[src/rtl/sevenseg_scan_driver_pkg.sv]
// Shared constants for the multiplexed 7-segment driver.
// The glyphs are active-low abcdefg: bit 6 is segment a and bit 0 is segment g.
package sevenseg_scan_driver_pkg;

  localparam logic [6:0] ZERO  = 7'b0000001;
  localparam logic [6:0] ONE   = 7'b1001111;
  localparam logic [6:0] TWO   = 7'b0010010;
  localparam logic [6:0] THREE = 7'b0000110;
  localparam logic [6:0] FOUR  = 7'b1001100;
  localparam logic [6:0] FIVE  = 7'b0100100;
  localparam logic [6:0] SIX   = 7'b0100000;
  localparam logic [6:0] SEVEN = 7'b0001111;
  localparam logic [6:0] EIGHT = 7'b0000000;
  localparam logic [6:0] NINE  = 7'b0000100;
  localparam logic [6:0] HEX_A = 7'b0001000;
  localparam logic [6:0] HEX_B = 7'b1100000;
  localparam logic [6:0] HEX_C = 7'b0110001;
  localparam logic [6:0] HEX_D = 7'b1000010;
  localparam logic [6:0] HEX_E = 7'b0110000;
  localparam logic [6:0] HEX_F = 7'b0111000;
  localparam logic [6:0] BLANK = 7'b1111111;

  // Number of bits needed to count 0..n-1. Returns at least 1, so a
  // single-digit build still has a legal index register.
  function automatic int unsigned clog2(input int unsigned n);
    int unsigned w;
    w = 1;
    while ((32'd1 << w) < n) w++;
    return w;
  endfunction

endpackage

[src/rtl/seg7_glyph_decode.sv]
// Converts a 4-bit digit code to an active-low abcdefg glyph.
// When hex_en_i is low, codes 10..15 produce a blank glyph.
// When blank_i is high, every code produces a blank glyph.
module seg7_glyph_decode
  import sevenseg_scan_driver_pkg::*;
(
  input  logic [3:0] code_i,
  input  logic       hex_en_i,
  input  logic       blank_i,
  output logic [6:0] glyph_o
);

  // Glyph lookup
  always_comb begin
    glyph_o = BLANK;
    if (!blank_i) begin
      case (code_i)
        4'd0:    glyph_o = ZERO;
        4'd1:    glyph_o = ONE;
        4'd2:    glyph_o = TWO;
        4'd3:    glyph_o = THREE;
        4'd4:    glyph_o = FOUR;
        4'd5:    glyph_o = FIVE;
        4'd6:    glyph_o = SIX;
        4'd7:    glyph_o = SEVEN;
        4'd8:    glyph_o = EIGHT;
        4'd9:    glyph_o = NINE;
        4'd10:   glyph_o = hex_en_i ? HEX_A : BLANK;
        4'd11:   glyph_o = hex_en_i ? HEX_B : BLANK;
        4'd12:   glyph_o = hex_en_i ? HEX_C : BLANK;
        4'd13:   glyph_o = hex_en_i ? HEX_D : BLANK;
        4'd14:   glyph_o = hex_en_i ? HEX_E : BLANK;
        default: glyph_o = hex_en_i ? HEX_F : BLANK;
      endcase
    end
  end

endmodule

[src/rtl/sevenseg_scan_driver.sv]
// Time-multiplexed N-digit 7-segment driver.
// The display is driven only from shadow registers, which are captured on load.
// Each digit stays lit for REFRESH_DIV clock cycles.
// seg, dp and an are all registered, so they change together on the same edge.
module sevenseg_scan_driver
  import sevenseg_scan_driver_pkg::*;
#(
  parameter int NUM_DIGITS     = 4,
  parameter int REFRESH_DIV    = 100000,
  parameter int HEX_EN         = 1,
  parameter int SEG_ACTIVE_LOW = 1,
  parameter int AN_ACTIVE_LOW  = 1
) (
  input  logic                    clk,
  input  logic                    rst,
  input  logic [4*NUM_DIGITS-1:0] value,
  input  logic [NUM_DIGITS-1:0]   dp_in,
  input  logic                    lz_blank,
  input  logic                    load,
  output logic [6:0]              seg,
  output logic                    dp,
  output logic [NUM_DIGITS-1:0]   an,
  output logic                    digit_tick
);

  localparam int unsigned IDX_W = clog2(NUM_DIGITS);
  localparam int unsigned DIV_W = clog2(REFRESH_DIV);

  localparam logic [6:0]            SEG_OFF = (SEG_ACTIVE_LOW != 0) ? 7'h7F : 7'h00;
  localparam logic                  DP_OFF  = (SEG_ACTIVE_LOW != 0);
  localparam logic [NUM_DIGITS-1:0] AN_OFF  = (AN_ACTIVE_LOW != 0) ? '1 : '0;

  logic [4*NUM_DIGITS-1:0] val_sh_q;
  logic [NUM_DIGITS-1:0]   dps_q;
  logic                    lz_q;
  logic [DIV_W-1:0]        div_q, div_d;
  logic [IDX_W-1:0]        idx_q, idx_d;
  logic                    last_slot;
  logic [3:0]              cur_code;
  logic                    cur_dp, lz_hide, dp_lit;
  logic [NUM_DIGITS-1:0]   sel;
  logic [6:0]              glyph;
  logic [6:0]              seg_q, seg_d;
  logic                    dpo_q, dpo_d;
  logic [NUM_DIGITS-1:0]   an_q, an_d;

  // Refresh divider and digit index advance
  always_comb begin
    last_slot = (div_q == DIV_W'(REFRESH_DIV - 1));
    div_d     = div_q + DIV_W'(1);
    idx_d     = idx_q;
    if (last_slot) begin
      div_d = '0;
      if (idx_q == IDX_W'(NUM_DIGITS - 1)) idx_d = '0;
      else                                 idx_d = idx_q + IDX_W'(1);
    end
  end

  // Select the current digit and decide whether it is a leading zero to hide
  always_comb begin
    cur_code = '0;
    cur_dp   = 1'b0;
    sel      = '0;
    // A digit is blanked when it and every more-significant digit are zero.
    // Digit 0 is never blanked.
    lz_hide  = lz_q && (idx_q != '0);
    for (int unsigned i = 0; i < NUM_DIGITS; i++) begin
      if (32'(idx_q) == i) begin
        sel[i]   = 1'b1;
        cur_code = val_sh_q[4*i +: 4];
        cur_dp   = dps_q[i];
      end
      if (32'(idx_q) <= i && val_sh_q[4*i +: 4] != 4'd0) lz_hide = 1'b0;
    end
  end

  seg7_glyph_decode u_decode (
    .code_i   (cur_code),
    .hex_en_i (HEX_EN != 0),
    .blank_i  (lz_hide),
    .glyph_o  (glyph)
  );

  // Apply the board polarity before the output register
  always_comb begin
    dp_lit = cur_dp & ~lz_hide;
    seg_d  = (SEG_ACTIVE_LOW != 0) ? glyph   : ~glyph;
    dpo_d  = (SEG_ACTIVE_LOW != 0) ? ~dp_lit : dp_lit;
    an_d   = (AN_ACTIVE_LOW != 0)  ? ~sel    : sel;
  end

  // Shadow capture, scan state and registered display outputs
  always_ff @(posedge clk) begin
    if (rst) begin
      val_sh_q <= '0;
      dps_q    <= '0;
      lz_q     <= 1'b0;
      div_q    <= '0;
      idx_q    <= '0;
      seg_q    <= SEG_OFF;
      dpo_q    <= DP_OFF;
      an_q     <= AN_OFF;
    end else begin
      if (load) begin
        val_sh_q <= value;
        dps_q    <= dp_in;
        lz_q     <= lz_blank;
      end
      div_q <= div_d;
      idx_q <= idx_d;
      seg_q <= seg_d;
      dpo_q <= dpo_d;
      an_q  <= an_d;
    end
  end

  assign seg        = seg_q;
  assign dp         = dpo_q;
  assign an         = an_q;
  assign digit_tick = last_slot;

endmodule

[config.mk]
export PLATFORM = sky130hd
export DESIGN_NAME = sevenseg_scan_driver
export DESIGN_NICKNAME = d
export VERILOG_FILES = /design/src/rtl/sevenseg_scan_driver_pkg.sv /design/src/rtl/seg7_glyph_decode.sv /design/src/rtl/sevenseg_scan_driver.sv
export SDC_FILE = /design/constraint.sdc
export NUM_CORES = 1
export LEC_CHECK = 0
export CAP_MARGIN = 15
export CORE_MARGIN = 3
export CORE_UTILIZATION = 50
export DETAILED_ROUTE_END_ITERATION = 7
export PLACE_DENSITY = 0.8
export SKIP_LAST_GASP = 1
export SYNTH_ARGS = -nofsm -noshare
export SYNTH_HDL_FRONTEND = slang
export SYNTH_HIERARCHICAL = 1
export SYNTH_SLANG_ARGS = --single-unit
[constraint.sdc]
create_clock -name clk -period 3.3 [get_ports clk]
set_input_delay 0.66 -clock clk [delete_from_list [all_inputs] [get_ports clk]]
set_output_delay 0.66 -clock clk [all_outputs]
set_load 0.05 [all_outputs]
==> results by group <==
CTS
  – TritonCTS Buffers: 5
  – CTS tree: done
  – CTS root buffer: clkbuf_8
  – Clock sink count: 52
  – Clock transition at path regs: 100 ps
  – Max H-tree Level: 2
  – Clk Latency, worst-skew pair: 300 ps
  – Max Root-Sink Buffers: 2

Worst setup path
  – Worst endpoint required time: 2640 ps
  – Crit Path Category: register to output pin
  – CP max FO: 5
  – CP startpoint kind: register
  – Start of the worst register-to-register path: idx_q[0]
  – Path depth of the worst reg2reg path: 9
  – Worst r2r dst: seg[1]
  – Flop2flop setup slack: 740 ps
  – Crit path arrival time: 2160 ps
  – Worst setup EP type: output pin

Hold path
  – Hold depth: 1
  – Hold Crit Endpoint: div_q[0]
  – Hold Crit Class: register to register
  – HP Start: div_q[0]

GRT
  – Largest net degree at the start of global routing: 36
  – Tot GR Track Use: 18.3%
  – Total grt overflow: 0
  – Global-route wire length before repair: 8800 µm
  – Vias in the first global route: 1963
  – Antenna violations before repair: 0

STA
  – Slew headroom: 59.0%
  – RSZ-0062 raised after global routing: no
  – Worst Max-Slew Pin Slew: 615 ps
  – Count of final hold-check violations: 0
  – Setup ws final: 480 ps
  – Setup_tns: 0 ps
  – Period utilization: 85.5%
  – Final clock skew: 3.91 ps
  – Crit path time final: 2820 ps
  – Peak Freq: 355 MHz
  – Max Slew Vio Count: 0
  – Setup Viol. Count Final: 0

Yosys
  – Flops & latches, synth: 52
  – Post-Synthesis Cells: 280
  – Synth Area per Inst: 8.91 µm²
  – Asr flop ratio synth: 0%
  – Post-synth top area share: 41.7%
  – Cell with the most instances after synthesis: dfxtp_1
  – Synth top cells by count: 52 x dfxtp_1, 43 x nor2_1, 21 x mux2i_1
  – Post-synthesis sequential area ratio: 41.7%
  – Post-synth EDFFs: 0
  – Synth Warn #: 6
  – Cell accounting for the most synthesized area: dfxtp_1
  – Synth area leaders: dfxtp_1 42%, mux2i_1 8.4%, nor2_1 6.5%
  – Synth Cell Area: 0.00249 mm²
  – Prevailing post-synth register cell: dfxtp_1
  – Synth cell types: 49

Detailed routing
  – First drt pass iteration count: 4
  – Top sig layer: met4
  – Post-DR vias/cell: 5.34
  – DRC: 0
  – WL met1: 2120 µm
  – Routed Antenna Nets: 0
  – Routed wl met2: 2520 µm
  – Per-cell routed wire length: 12.8 µm
  – DR vias: 2070
  – Met3 WL: 200 µm
  – Iter 0 DRT Violations: 118
  – Drt total wl: 4950 µm

Die
  – Starting density of the core: 52.1%
  – Core area: 0.00479 mm²
  – Die H: 76.6 µm
  – Row Count: 25
  – DIE AREA: 0.00587 mm²
  – Die width: 76.6 µm
  – Num ports: 37

Power
  – Pwr/cell area: 450 mW/mm²
  – Power, Total: 1.38 mW
  – Max VDD drop: 0.256 mV
  – Leak pwr: 1.21 nW

Placement
  – Setup WS pre-CTS: 402 ps
  – HPWL after detailed placement: 3610 µm
  – GP Congestion: 1.00
  – IO buf count: 36

Final layout
  – Diode count: 0
  – Share of layout cells above drive strength 1: 8.72%
  – Fin nets: 350
  – P&R area growth vs syn: 22.8%

Status
  – Status: finished clean

Flow run
  – Max Cap Viol: 0
==> per-stage QoR <==
| step | instances | hold WS (ps) | utilization (%) | instance area (µm²) |
|---|---|---|---|---|
| CTS | 388 | 478 | 63.9 | 3060 |
| detailed placement | 380 | 455 | 61.0 | 2920 |
| floorplan | 287 | 430 | - | 2520 |
| global placement | 380 | 445 | 61.0 | 2920 |
| global route | 388 | 502 | 64.0 | 3060 |
| finish | 388 | 472 | 64.0 | 3060 |
==> cell type report <==
class | count | area, µm²
sequential | 52 | 1040
fill | 418 | 1720
tap | 67 | 83.8
multi-input combinational | 210 | 1360
inverter | 9 | 33.8
timing repair buffer | 42 | 408
clock inverter | 3 | 68.8
clock buffer | 5 | 68.8
==> worst max-delay path: stages, from the launching register on <==
cell            delay [ps]
dfxtp_1                360
or4b_1                 560
nor4_1                 450
dlymetal6s2s_1         490
==> state kept, by name, indices dropped and copies added, names as in the netlist <==
register	cells
an	4
div_q	17
dp	1
dps_q	4
idx_q	2
lz_q	1
seg	7
val_sh_q	16
==> power breakdown <==
group | switching, mW | internal [mW] | leakage [nW] | total [mW]
Combinational | 0.0989 | 0.0895 | 0.719 | 0.188
Sequential | 0.0158 | 0.655 | 0.427 | 0.671
Clock | 0.213 | 0.305 | 0.0687 | 0.518
Total | 0.327 | 1.05 | 1.21 | 1.38
==> layer usage <==
layer  vias up  global-route usage (%)
li1       1051                       -
met1       948                    21.3
met2        60                    31.5
met3        11                    4.02
met4         0                    8.88
met5         -                       0
==> layout by cell type (no fill, tap or decap), types with 6 or more instances in the layout <==
cell type,n
mux2i_1,21
xnor2_1,9
dfxtp_1,52
inv_1,9
clkdlybuf4s50_1,35
xor2_1,6
nand3_1,7
o21ai_0,7
ha_1,6
nor2b_1,9
nor2_1,43
nand2_1,14
buf_4,6
or2_2,7
a21oi_1,8
conb_1,8
nor4_1,6
==> repair_timing <==
| item | 4_1_cts | 5_1_grt |
|---|---|---|
| hold buffers | 0 | 0 |
| endpoints found under the setup margin | 0 | 1 |
| gates resized for setup | 0 | 1 |
| setup buffers | 0 | 0 |
==> logic make-up (layout without fill, tap and decap cells) <==
group,count (synthesis),in the layout,synth area share [%]
other,1,8,0.150
buffers and inverters,25,59,4.87
muxes,22,22,8.88
DFF,52,52,41.7
and+or+nand+nor,119,119,24.9
AOI/OAI and AO/OA,40,40,11.1
adders and majority gates,6,6,3.01
xor gates and xnor gates,15,15,5.27
==> worst max path at each step <==
stage	slack, ps	cells after the start	startpoint	endpoint
4_1_cts	40	3	div_q[11]	digit_tick
3_5_place_dp	400	3	div_q[11]	digit_tick
6_report	480	3	div_q[11]	digit_tick
2_1_floorplan	160	2	div_q[11]	digit_tick
3_3_place_gp	460	3	div_q[11]	digit_tick
5_1_grt	360	4	div_q[0]	digit_tick
No activity file was read; power rests on OpenSTA's default activity.
